==> config.mk <==
export PLATFORM = sky130hd
export DESIGN_NAME = keypad_scanner
export DESIGN_NICKNAME = d
export VERILOG_FILES = /design/src/rtl/keypad_scanner_pkg.sv /design/src/rtl/keypad_scanner_scan_tick_gen.sv /design/src/rtl/keypad_scanner.sv
export SDC_FILE = /design/constraint.sdc
export NUM_CORES = 1
export LEC_CHECK = 0
export BUFFER_PORTS_ARGS = -buffer_cell sky130_fd_sc_hd__buf_4
export CAP_MARGIN = 20
export CORE_MARGIN = 4
export CORE_UTILIZATION = 50
export CTS_CLUSTER_DIAMETER = 60
export DETAILED_ROUTE_END_ITERATION = 7
export PLACE_DENSITY = 0.73
export SLEW_MARGIN = 20
export SYNTH_ARGS = -nofsm -noshare
export SYNTH_HDL_FRONTEND = slang
export SYNTH_HIERARCHICAL = 1
export SYNTH_SLANG_ARGS = --single-unit
==> constraint.sdc <==
create_clock -name Clk -period 2.8 [get_ports Clk]
set_input_delay 0 -clock Clk [delete_from_list [all_inputs] [get_ports Clk]]
set_output_delay 0 -clock Clk [all_outputs]
set_load 0.01 [all_outputs]
==> src/rtl/keypad_scanner_pkg.sv <==
// -----------------------------------------------------------------------------
// keypad_scanner_pkg
// Shared definitions for the 4x4 keypad scanner: FSM state encoding, KeyCode
// field positions, the idle (all-high) value of row/column lines, and small
// helpers for row drive and column priority.
// -----------------------------------------------------------------------------
package keypad_scanner_pkg;

  typedef enum logic [1:0] {
    SCAN     = 2'd0,
    PRESS_DB = 2'd1,
    HELD     = 2'd2
  } state_t;

  // KeyCode = {row_idx, col_idx}
  localparam int KC_COL_LSB = 0;
  localparam int KC_COL_MSB = 1;
  localparam int KC_ROW_LSB = 2;
  localparam int KC_ROW_MSB = 3;

  // Pulled-up lines read all ones when nothing is pressed / no row is driven.
  localparam logic [3:0] LINES_IDLE = 4'b1111;

  // Lowest-index column that reads low; wins when several keys share a row.
  function automatic logic [1:0] lowest_low_col(input logic [3:0] cols);
    logic [1:0] idx;
    idx = 2'd0;
    for (int i = 3; i >= 0; i--) begin
      if (!cols[i]) idx = 2'(i);
    end
    return idx;
  endfunction

  // Active-low one-hot row drive.
  function automatic logic [3:0] row_drive(input logic [1:0] row_idx);
    return ~(4'b0001 << row_idx);
  endfunction

endpackage

==> src/rtl/keypad_scanner_scan_tick_gen.sv <==
// -----------------------------------------------------------------------------
// keypad_scanner_scan_tick_gen
// Free-running slot timer for the keypad scanner. Counts 0..ScanDiv-1 and
// asserts Tick for the single Clk cycle in which the count is ScanDiv-1.
// Tick is a clock enable for the scanner, never used as a clock.
//
// Ports
//   Clk      in   system clock, rising edge
//   Reset_n  in   synchronous active-low reset (count -> 0)
//   Tick     out  one-cycle enable at the end of each row slot
// -----------------------------------------------------------------------------
module keypad_scanner_scan_tick_gen #(
  parameter int ScanDiv = 104165
) (
  input  logic Clk,
  input  logic Reset_n,
  output logic Tick
);

  localparam int            TW   = (ScanDiv > 1) ? $clog2(ScanDiv) : 1;
  localparam logic [TW-1:0] LAST = TW'(ScanDiv - 1);

  logic [TW-1:0] cnt;

  always_ff @(posedge Clk) begin
    if (!Reset_n) begin
      cnt <= '0;
    end else if (cnt == LAST) begin
      cnt <= '0;
    end else begin
      cnt <= cnt + 1'b1;
    end
  end

  assign Tick = (cnt == LAST);

endmodule

==> src/rtl/keypad_scanner.sv <==
// -----------------------------------------------------------------------------
// keypad_scanner
// Scans a 4x4 active-low matrix keypad one row per slot, debounces press and
// release, and presents a 4-bit key code through a valid/ack handshake.
//
// Ports
//   Clk       in   system clock, rising edge
//   Reset_n   in   synchronous active-low reset
//   Columns   in   [3:0] column lines, active-low, already synchronised
//   KeyAck    in   consumer accepted KeyCode; clears KeyValid
//   Rows      out  [3:0] active-low one-hot row drive
//   KeyCode   out  [3:0] {row, col} of the last confirmed key
//   KeyValid  out  new key available, held until KeyAck
//   KeyHeld   out  confirmed key still pressed (until release debounced)
//   Overrun   out  sticky: a key was confirmed while KeyValid was still set
//
// State      | meaning
// -----------+-------------------------------------------------------------
// SCAN       | rotating rows each slot, looking for any low column
// PRESS_DB   | row frozen, counting consecutive slots the latched column is low
// HELD       | key confirmed, counting consecutive slots the column is high
// -----------------------------------------------------------------------------
module keypad_scanner
  import keypad_scanner_pkg::*;
#(
  parameter int ScanDiv       = 104165,
  parameter int DebounceCount = 4
) (
  input  logic       Clk,
  input  logic       Reset_n,
  input  logic [3:0] Columns,
  input  logic       KeyAck,
  output logic [3:0] Rows,
  output logic [3:0] KeyCode,
  output logic       KeyValid,
  output logic       KeyHeld,
  output logic       Overrun
);

  localparam int            DW     = $clog2(DebounceCount + 1);
  localparam logic [DW-1:0] DB_MAX = DW'(DebounceCount);
  localparam logic [DW-1:0] DB_ONE = DW'(1);

  logic          tick;
  state_t        state, state_nxt;
  logic [1:0]    row_idx, row_nxt;
  logic [1:0]    col_idx, col_nxt;
  logic [DW-1:0] db_cnt, db_nxt, db_inc;
  logic [DW-1:0] rel_cnt, rel_nxt, rel_inc;
  logic          confirm;
  logic [3:0]    key_code_q;
  logic          key_valid_q;
  logic          overrun_q;

  keypad_scanner_scan_tick_gen #(
    .ScanDiv (ScanDiv)
  ) u_tick (
    .Clk     (Clk),
    .Reset_n (Reset_n),
    .Tick    (tick)
  );

  always_ff @(posedge Clk) begin
    if (!Reset_n) begin
      state   <= SCAN;
      row_idx <= 2'd0;
      col_idx <= 2'd0;
      db_cnt  <= '0;
      rel_cnt <= '0;
    end else begin
      state   <= state_nxt;
      row_idx <= row_nxt;
      col_idx <= col_nxt;
      db_cnt  <= db_nxt;
      rel_cnt <= rel_nxt;
    end
  end

  always_comb begin
    state_nxt = state;
    row_nxt   = row_idx;
    col_nxt   = col_idx;
    db_nxt    = db_cnt;
    rel_nxt   = rel_cnt;
    confirm   = 1'b0;

    // Saturating increments so an oversized count can never wrap to zero.
    db_inc  = (db_cnt  == DB_MAX) ? db_cnt  : db_cnt  + 1'b1;
    rel_inc = (rel_cnt == DB_MAX) ? rel_cnt : rel_cnt + 1'b1;

    if (tick) begin
      unique case (state)
        SCAN: begin
          if (Columns == LINES_IDLE) begin
            row_nxt = row_idx + 2'd1;
          end else begin
            col_nxt = lowest_low_col(Columns);
            db_nxt  = DB_ONE;
            rel_nxt = '0;
            // A single confirming sample is enough when DebounceCount is 1.
            if (DB_ONE == DB_MAX) begin
              confirm   = 1'b1;
              state_nxt = HELD;
            end else begin
              state_nxt = PRESS_DB;
            end
          end
        end
        PRESS_DB: begin
          if (!Columns[col_idx]) begin
            db_nxt = db_inc;
            if (db_inc == DB_MAX) begin
              confirm   = 1'b1;
              rel_nxt   = '0;
              state_nxt = HELD;
            end
          end else begin
            row_nxt   = row_idx + 2'd1;
            state_nxt = SCAN;
          end
        end
        HELD: begin
          // Only the confirmed column is watched; other keys cannot roll over.
          if (Columns[col_idx]) begin
            rel_nxt = rel_inc;
            if (rel_inc == DB_MAX) begin
              row_nxt   = row_idx + 2'd1;
              state_nxt = SCAN;
            end
          end else begin
            rel_nxt = '0;
          end
        end
        default: begin
          state_nxt = SCAN;
        end
      endcase
    end
  end

  // Confirm takes priority over an ack landing in the same cycle.
  always_ff @(posedge Clk) begin
    if (!Reset_n) begin
      key_code_q  <= 4'd0;
      key_valid_q <= 1'b0;
      overrun_q   <= 1'b0;
    end else if (confirm) begin
      key_code_q[KC_ROW_MSB:KC_ROW_LSB] <= row_idx;
      key_code_q[KC_COL_MSB:KC_COL_LSB] <= col_nxt;
      key_valid_q                       <= 1'b1;
      if (key_valid_q && !KeyAck) overrun_q <= 1'b1;
    end else if (KeyAck && key_valid_q) begin
      key_valid_q <= 1'b0;
      overrun_q   <= 1'b0;
    end
  end

  assign Rows     = row_drive(row_idx);
  assign KeyCode  = key_code_q;
  assign KeyValid = key_valid_q;
  assign KeyHeld  = (state == HELD);
  assign Overrun  = overrun_q;

endmodule

## Word level (Yosys, flattened, before mapping)

Cells that the tools add are included.

| storage, ports and cells | value |
|---|---|
| flip-flop bits (word level) | 35 |
| output and inout bits | 11 |

| cells by class | value |
|---|---|
| $add $sub $neg | 4 |
| order comparisons | 1 |
| equal/unequal tests | 17 |
| shifts and indexed selects | 1 |
| mux-type cells | 38 |
| bitwise operators | 2 |
| reductions and logical operators | 13 |

Operator list:

| cell | number |
|---|---|
| $mux W2 | 16 |
| $mux W3 | 8 |
| $add A17 B1 Y17 const B | 1 |
| $eq A17 B17 Y1 const B | 1 |
| $eq A3 B3 Y1 const B | 4 |
| $pmux W2 S3 | 2 |
| $ne A2 B2 Y1 const B | 5 |
| $reduce_and A5 Y1 | 2 |
| $mux W1 | 9 |
| $pmux W3 S3 | 1 |
| $add A3 B1 Y3 const B | 2 |
| $ne A2 B1 Y1 const B | 3 |
| $pmux W3 S2 | 1 |
| $reduce_and A6 Y1 | 1 |
| $eq A4 B4 Y1 const B | 1 |
| $not A4 Y4 | 1 |
| $reduce_and A4 Y1 | 1 |
| $reduce_bool A2 Y1 | 2 |
| $shl A1 B2 Y4 const A | 1 |
| $lt A2 B3 Y1 const B | 1 |
| $ne A3 B3 Y1 const B | 1 |
| $reduce_bool A3 Y1 | 1 |
| $add A2 B1 Y2 const B | 1 |
| $bmux W1 S2 | 1 |
| other kinds (8) | 9 |

## Depth between registers and ports, before layout

Gate-level depths: netlist (run 1).

| logic depth | value |
|---|---|
| depth after elaboration | 9 |
| depth in mapped cells | 10 |

## By module

Netlist (run 1), hierarchy kept.

By module, submodules not included:

| module | times used | cells an instance | area an instance (um^2) |
|---|---|---|---|
| keypad_scanner | 1 | 135 | 1129.8 |
| keypad_scanner_scan_tick_gen | 1 | 89 | 790.8 |

## Worst setup path before layout (run 1)

Ideal clock, no wire load.

| timing | value |
|---|---|
| path kind | register -> register |
| start | register u_tick.cnt[3] |
| end | register db_cnt[1] |
| setup time | 0.065 ns |
| data arrival time | 2.126 ns |
| data required time | 2.735 ns |
| setup slack | 0.609 ns |
| cell stages (with the launch flop) | 9 |
| period minus slack after synthesis | 2.191 ns |
| cell sequence | dfxtp_1 nor4b_2 nand4_1 nor3_1 clkbuf_1 o21ai_0 a211oi_2 mux2_2 nor2_1 |

| between the ends | value |
|---|---|
| cells in the longest elaborated chain, start to end | 2 |

RTL lines:

| item | RTL line | text |
|---|---|---|
| start: declaration | keypad_scanner_scan_tick_gen.sv:23 | `logic [TW-1:0] cnt;` |
| start signal: assignment | keypad_scanner_scan_tick_gen.sv:31 | `cnt <= cnt + 1'b1;` |
| $eq A17 B17 Y1 | keypad_scanner_scan_tick_gen.sv:35 | `assign Tick = (cnt == LAST);` |
| net tick | keypad_scanner.sv:44 | `logic tick;` |
| $reduce_and A4 Y1 (no source line) | -- |  |
| end signal: assignment | keypad_scanner.sv:74 | `db_cnt <= db_nxt;` |
| end: declaration | keypad_scanner.sv:48 | `logic [DW-1:0] db_cnt, db_nxt, db_inc;` |

The timed path passes the listed nets, and every way through them passes these cells.
A chain may end at the register's enable or synchronous reset.

## Final worst setup path (run 1)

| timing | value |
|---|---|
| start | register db_cnt[0] |
| end | register key_code_q[2] (netlist: KeyCode[2]) |

| between the ends | value |
|---|---|
| cells in the longest elaborated chain, start to end | 7 |
| elaborated cells on any way between the ends | 8 |
| those cells by class | add/sub (1); eq/ne (2); mux (5) |

RTL lines:

| item | RTL line | text |
|---|---|---|
| $add A3 B1 Y3 or $eq A3 B3 Y1 (tied branches) | keypad_scanner.sv:88 | `db_inc = (db_cnt == DB_MAX) ? db_cnt : db_cnt + 1'b1;` |
| $mux W3 * | keypad_scanner.sv:88 |  |
| $eq A3 B3 Y1 * | keypad_scanner.sv:112 | `if (db_inc == DB_MAX) begin` |
| $mux W1 * | keypad_scanner.sv:112 |  |
| $mux W1 * | keypad_scanner.sv:110 | `if (!Columns[col_idx]) begin` |
| $mux W1 * | keypad_scanner.sv:92 | `unique case (state)` |
| $mux W1 * | keypad_scanner.sv:91 | `if (tick) begin` |
| end signal: indexed assignment | keypad_scanner.sv:148 | `key_code_q[KC_ROW_MSB:KC_ROW_LSB] <= row_idx;` |
| end signal: indexed assignment | keypad_scanner.sv:149 | `key_code_q[KC_COL_MSB:KC_COL_LSB] <= col_nxt;` |
| end: declaration | keypad_scanner.sv:51 | `logic [3:0] key_code_q;` |

Mark *: on every way between the ends. The rest lies on a longest branch, timed or not.

==> results.cfg, run 1 <==
[clock_network]
cts-root-buf = clkbuf_8
holdBufCountCts = 1
cts_setup_buffers = 0
cts_buffer_depth = 2
cts_buffers = 5
clkTransAtPathRegs_ns = 0.08
numClockSinks = 35
insertion_delay_ns = 0.28
cts_resized = 0
htreeDepth = 2
cts_tree = built

[min_path]
min_path_type = in -> reg

[logic_synthesis]
synthesis.nets = 241
yosys_warnings = 6
synth_edf_count = 0
synth.avg_cell_area_um2 = 8.57
syn_inst = 224
synthTopCellsByArea = dfxtp_1, ha_1, xnor2_1, nor2_1, inv_1
synth.ff_latch_count = 35
async_flop_share = 0
synth_seq_area_share = 0.365
yosys.area.top_type = dfxtp_1
synth_top_area_frac = 0.365
synth_area_um2 = 1920
synth_flop_cell = dfxtp_1
ys_types = 46

[die]
fp.dieArea_um2 = 4900
fp.dieH_um = 70.0
coreArea_um2 = 3690
row_count = 22
die_w_um = 70.0
io_pins = 18
start_util = 0.521

[finish]
diodes = 0
final_cell_mix = dfxtp_1, nor2_1, inv_1
nNetsFinal = 261
final_common_cell = dfxtp_1
area_growth_pct = 14.8
drive_above_1_share = 0.147

[critical_path]
cp-start-kind = flop
crit_required_ns = 2.97
worst_path_max_delay_cell = or3_1
cp.arrival_ns = 2.59
crit_path_max_fanout = 6
cpPeakStageDelay_ns = 0.53
critPathKind = reg -> reg
cp-end-kind = flop
cp_cell_sequence = inv_1 -> ha_1 -> or3b_1 -> a311o_1 -> or3_1 -> mux2i_1 -> nor2_1

[route]
wl_per_cell_um = 12.6
vias_per_cell = 5.34
routed-via-count = 1566
drc = 0
drt-initial-drc-count = 78
wirelength_um = 3680
drt_pass1_iterations = 5
ant_nets = 0

[grt]
grt_pass1_wl_um = 6570
grt_max_degree = 18
grt_antenna_before_repair = 0
overflow = 0
grt_usage = 0.162
grt_pass1_vias = 1512

[placement]
gp_congestion = 0.819
portBuffers = 17
dpl.hpwl_um = 2620

[timing]
slew_headroom = 0.538
setup_violations = 0
fin_worst_skew_ns = 0.00618
fin_crit_sh = 0.863
fmax_ghz = 0.414
tightest_slew_ns = 0.693
finalCriticalPeriod_ns = 2.42
setup_tns_ns = 0
hold_viol = 0
slew_violations = 0
rsz0062_at_grt = no

[power]
switchingPower_mw = 0.216
irDropWorstVdd_v = 0.000389
pwr-share-comb = 0.038
power_density_nw_per_um2 = 453
p_clk_frac = 0.455
p_seq_frac = 0.507
power_mw = 0.998
power.leakage_nw = 0.811
p_sw_frac = 0.217
internal_power_mw = 0.782

[flow_run]
max_cap_violations = 0

[run_status]
status = completed
[worst paths after layout]
kind               from    endpoint  slack, ns  cells after the start
max           db_cnt[0]  KeyCode[2]       0.38                      7
min             Reset_n     Overrun       0.04                      2
max reg2reg   db_cnt[0]  KeyCode[2]       0.38                      7
min reg2reg  rel_cnt[1]  rel_cnt[1]       0.49                      2
[power groups by stage]
stage | clock [mW] | combinational (mW) | sequential, mW
5_1_grt | 0.488 | 0.0435 | 0.506
3_5_place_dp | 0 | 0.0372 | 0.518
6_report | 0.454 | 0.0381 | 0.506
2_1_floorplan | 0 | 0.0243 | 0.517
3_3_place_gp | 0 | 0.0368 | 0.518
4_1_cts | 0.466 | 0.0386 | 0.506
[layout make-up]
cell class                 instances  area [um^2]
inverter                          22         82.6
clock buffer                       5         68.8
timing repair buffer              20          153
clock inverter                     3         43.8
multi-input combinational        160         1100
fill                             332         1480
tap                               48         60.1
sequential                        35          701
[per-layer routing]
layer	up-vias	global-route usage	wire length [um]
met5	-	0	0
met4	0	0.0660	32
met3	4	0.0460	116
met2	23	0.258	1740
met1	716	0.206	1790
li1	823	-	-
[registers in the layout (all words and copies together) (netlist names)]
signal,cells
row_idx,2
col_idx,2
state,2
db_cnt,3
Overrun,1
rel_cnt,3
u_tick/cnt,17
KeyCode,4
KeyValid,1
[cell usage after synthesis, drive strengths merged (6+ instances only)]
master	number
inv	22
nand3	9
nor2	27
dfxtp	35
nand2	15
ha	10
mux2i	8
nand2b	6
xnor2	13
nand4	7
a21oi	13
[per-stage QoR]
stage                util  hold slack (ns)  worst slack (ns)  area (um^2)  instances
CTS                 0.598           0.0325             0.365         2200        293
detailed placement  0.564            0.295             0.418         2080        284
global placement    0.564            0.281             0.437         2080        284
floorplan               -            0.160             0.609         1920        224
global route        0.598           0.0300             0.208         2200        293
finish              0.598           0.0356             0.384         2200        293
[critical path: cells and delay by family (launching register included)]
family	cells	cell delay, ns
flops	1	0.44
fa+ha+maj	1	0.24
mux	1	0.20
buf+inv	1	0.07
simple gates	3	0.97
compound gates	1	0.38
[cells by family after synthesis]
family	share of synthesized area
flip-flops	0.365
XOR/XNOR	0.0684
multiplexers	0.0593
buffers and inverters	0.0645
AO/OA/AOI/OAI	0.115
AND/OR/NAND/NOR	0.263
adder cells (fa/ha/maj)	0.0651
(Power assumes the default switching activity.)
==> inputs of run 2 (changes only) <==
- PLACE_DENSITY: 0.73 -> 0.76
- clock period: 2.8 -> 2.11 ns (I/O delays scaled with it)
==> run 2 against run 1 <==
Net effect: the run now ends with setup timing left; global-route usage is 2.2 points higher; clock skew hardly changed; register-to-register slack worse by 0.39 ns; worst setup slack worse by 0.39 ns; count of clock-buffer cells in the layout is 1 higher; critical path depth is 3 higher; cell count is 9.6% higher; worst hold slack worse by 0.019 ns; sequential cell count stayed put; sequential power is 32% higher; routed wire length is 23% higher; largest cell class unchanged; largest power group unchanged.
==> results.cfg, run 2 (synthesis gave the netlist of run 1 again) <==
[run_status]
status = complete, but fails checks
violations = setup timing

[die]
start_util = 0.521
die_w_um = 70.0
coreArea_um2 = 3690
row_count = 22
fp.dieH_um = 70.0
io_pins = 18
fp.dieArea_um2 = 4900

[route]
vias_per_cell = 5.41
drt_pass1_iterations = 4
ant_nets = 0
drt-initial-drc-count = 118
drc = 0
wirelength_um = 4540
routed-via-count = 1737
wl_per_cell_um = 14.1

[timing]
rsz0062_at_grt = yes
fmax_ghz = 0.472
setup_slack_ns = -0.00884
tightest_slew_ns = 0.472
hold_viol = 0
finalCriticalPeriod_ns = 2.12
fin_worst_skew_ns = 0.00577
slew_headroom = 0.685
fin_crit_sh = 1.00
slew_violations = 0
setup_violations = 1
setup_tns_ns = -0.00884

[grt]
grt_usage = 0.185
grt.busiest_layer = met2
gr-usage-met1 = 0.205
met2_usage = 0.335
grt_pass1_vias = 1655
grt_antenna_before_repair = 0
grt_pass1_wl_um = 7400
overflow = 0
grt_max_degree = 18
grt_use_met3 = 0.0547

[placement]
gp_congestion = 0.828
placedCellCount = 312
dpl.hpwl_um = 3110
portBuffers = 17
placed_area_um2 = 2290

[finish]
area_growth_pct = 28.7
top_register = u_tick/cnt
final_core_utilization = 0.670
fin_cells = 321
diodes = 0
final_area_um2 = 2470
final_cell_mix = buf_4, dfxtp_1, nor2_1
largest_reg_flops = 17
final_common_cell = buf_4
nNetsFinal = 290
drive_above_1_share = 0.300

[critical_path]
crit_required_ns = 2.32
crit_path_max_fanout = 7
cp-start-kind = flop
cp.arrival_ns = 2.32
cp-end-kind = flop
critPathKind = reg -> reg

[flow_run]
max_cap_violations = 0

[clock_network]
cts_buffers = 5
cts_tree = built
htreeDepth = 2
clkTransAtPathRegs_ns = 0.07
holdBufCountCts = 0
numClockSinks = 35
cts-root-buf = clkbuf_8
insertion_delay_ns = 0.29
cts_buffer_depth = 2

[min_path]
min_path_type = in -> reg

[power]
power.leakage_nw = 0.971
power_density_nw_per_um2 = 496
irDropWorstVdd_v = 0.000457
-- run 2: cell count changes in the layout (fill, tap and decap cells not counted), sizes merged --
| cell | delta |
|---|---|
| clkinv | -1 |
| buf | +30 |
| bufinv | -1 |
| clkbuf | +1 |
| dlygate4sd3 | -1 |
-- run 2: final timing paths --
kind | startpoint | cells after the start | slack [ns] | endpoint
worst max-delay path | u_tick/cnt[14] | 10 | -0.009 | row_idx[1]
worst min-delay path | KeyAck | 3 | 0.02 | KeyValid
worst max register to register | u_tick/cnt[14] | 10 | -0.009 | row_idx[1]
worst min register to register | rel_cnt[1] | 2 | 0.48 | rel_cnt[1]
-- run 2: where the power goes --
group          internal [mW]  total (mW)  switching, mW
registers              0.664       0.667        0.00284
clock network          0.256       0.492          0.236
logic                 0.0296      0.0677         0.0381
-- run 2: per-stage QoR --
step	power [mW]	hold WS, ns	setup WS [ns]
3_5_place_dp	0.748	0.317	-0.124
5_1_grt	1.27	0.0227	-0.0899
2_1_floorplan	0.718	0.160	0.00243
6_report	1.23	0.0167	-0.00884
3_3_place_gp	0.747	0.281	-0.0442
4_1_cts	1.23	0.0193	-0.0311
-- run 2: what timing repair did --
action,4_1_cts,5_1_grt
endpoints found under the setup margin,10,16
pin swaps,7,11
setup buffers,0,2
gates resized for setup,8,14
-- run 2: metal layers --
layer,vias up,wire [um]
li1,866,-
met1,818,1830
met2,41,2430
met3,12,197
met4,0,86
met5,-,0
-- run 2: layout make-up --
type	instances	area [um^2]
Inverter	22	85.1
Sequential cell	35	709
Multi-Input combinational cell	160	1160
Tap cell	48	60.1
Clock inverter	1	5.00
Clock buffer	6	82.6
Fill cell	315	1220
Timing Repair Buffer	49	368
-- run 2: critical path: stages, from the launching register on --
cell and delay (ns):
dfxtp_2 0.34, nor4b_4 0.28, nand4_1 0.14, nor3_1 0.21
buf_4 0.17, nand2b_1 0.08, a311oi_2 0.21, buf_4 0.16
nand3_1 0.08, and3_4 0.22, mux2i_1 0.16
==> inputs of run 3 (changes only) <==
- MAX_ROUTING_LAYER: default -> met4
==> run 3 against run 2 <==
Net effect: the run still ends with setup timing left; sequential power hardly changed; non-clock buffer count stayed put; routed wire length is 0.22% higher; clock skew is 0.00056 ns lower; count of clock-buffer cells in the layout stayed put; via count is 0.29% lower; core utilization stayed put; highest routed layer unchanged.
==> results.cfg, run 3 (synthesis gave the netlist of run 1 again) <==
[placement]
portBuffers = 17
placed_area_um2 = 2290
dpl.hpwl_um = 3110
gp_congestion = 0.841

[finish]
drive_above_1_share = 0.300
final_core_utilization = 0.670
top_register = u_tick/cnt
final_cell_mix = buf_4, dfxtp_1, nor2_1
seq_area_um2 = 709
area_growth_pct = 28.7
final_common_cell = buf_4
multiInputGateArea_um2 = 1160
nNetsFinal = 290
diodes = 0
final_area_um2 = 2470
n_fill_cell = 315
largest_reg_flops = 17

[timing]
fin_crit_sh = 1.00
tightest_slew_ns = 0.472
setup_slack_ns = -0.00668
hold_viol = 0
fin_worst_skew_ns = 0.00521
slew_headroom = 0.684
finalCriticalPeriod_ns = 2.12
rsz0062_at_grt = yes
fmax_ghz = 0.472
setup_violations = 1
slew_violations = 0

[grt]
overflow = 0
grt_antenna_before_repair = 0
grt_pass1_vias = 1657
grt_max_degree = 18
grt_pass1_wl_um = 7380
grt_usage = 0.190

[clock_network]
cts_buffers = 5
cts_tree = built
clkTransAtPathRegs_ns = 0.07
htreeDepth = 2
insertion_delay_ns = 0.28
cts-root-buf = clkbuf_8
numClockSinks = 35
cts_buffer_depth = 2

[die]
io_pins = 18
start_util = 0.521
row_count = 22
fp.dieArea_um2 = 4900
die_w_um = 70.0
fp.dieH_um = 70.0
coreArea_um2 = 3690

[run_status]
status = complete, but fails checks
violations = setup timing

[route]
drt_pass1_iterations = 4
wl_per_cell_um = 14.2
routed-via-count = 1732
vias_per_cell = 5.40
ant_nets = 0
wirelength_um = 4550
drc = 0
drt-initial-drc-count = 107

[critical_path]
cp-end-kind = flop
worst-r2r-setup-slack_ns = -0.007
critPathMostFrequentCell = buf_4
worst_r2r_endpoint = row_idx[1]
cp_cell_sequence = nor4b_4 -> nand4_1 -> nor3_1 -> buf_4 -> nand2b_1 -> a311oi_2 -> buf_4 -> nand3_1 -> and3_4 -> mux2i_1
startpoint = u_tick/cnt[14]
cp-start-kind = flop
worstReg2RegStart = u_tick/cnt[14]
critPathBufInv = 2
cpPeakStageDelay_ns = 0.34
crit_cells = 10
crit_required_ns = 2.31
worst_path_max_delay_cell = dfxtp_2
reg2regPathDepth = 10
cp.arrival_ns = 2.32
crit_family = simple AND/OR/NAND/NOR gates
crit_path_max_fanout = 7
critPathKind = reg -> reg

[power]
power.leakage_nw = 0.971
power_mw = 1.22
irDropWorstVdd_v = 0.000458
power_density_nw_per_um2 = 495

[min_path]
hp-start = KeyAck
hold_path_end = KeyValid
whs_path_depth = 3
min_path_type = in -> reg

[flow_run]
max_cap_violations = 0
## run 3: cell counts in the layout (fill, tap and decap cells not counted)
No cell type changed its count.
## run 3: how the worst max path moves through the flow
stage                             to
after global placement    KeyCode[3]
after detailed placement  KeyCode[0]
after floorplan           row_idx[0]
final                     row_idx[1]
after CTS                    Overrun
after global routing      row_idx[1]
## run 3: metrics by stage
stage / hold WS [ns] / std cells / worst slack [ns] / setup TNS (ns)
4_1_cts: 0.0193 / 319 / -0.0311 / -0.0311
6_report: 0.0189 / 321 / -0.00668 / -0.00668
2_1_floorplan: 0.160 / 224 / 0.00243 / 0
3_3_place_gp: 0.281 / 312 / -0.0442 / -0.188
3_5_place_dp: 0.317 / 312 / -0.124 / -0.610
5_1_grt: 0.0227 / 321 / -0.0899 / -0.413
## run 3: repair_timing
action	CTS	global route
resized for setup	8	14
pin swaps	7	11
hold buffers	0	0
endpoints found under the setup margin	10	16
buffers inserted	0	2
## run 3: worst min-delay path, delay by kind of cell
kind            cells  cell delay [ns]
buf+inv             1             0.08
simple gates        1             0.10
compound gates      1             0.07
## run 3: area by class of cell
class | instances | share of cell area
tap | 48 | 0.0243
timing repair buffer | 49 | 0.149
inverter | 22 | 0.0344
clock inverter | 1 | 0.00202
sequential | 35 | 0.287
multi-input combinational | 160 | 0.470
clock buffer | 6 | 0.0334
## run 3: per-layer routing
metal,track usage,part of all wire,up-vias
li1,-,-,865
met1,0.203,0.41,831
met2,0.336,0.54,28
met3,0.0547,0.034,8
met4,0.0596,0.016,0
met5,-,0,-
## run 3: power breakdown
group / total, mW / switching (mW) / internal (mW)
clock network: 0.490 / 0.234 / 0.256
logic: 0.0677 / 0.0381 / 0.0296
registers: 0.667 / 0.00284 / 0.664
total: 1.22 / 0.275 / 0.949
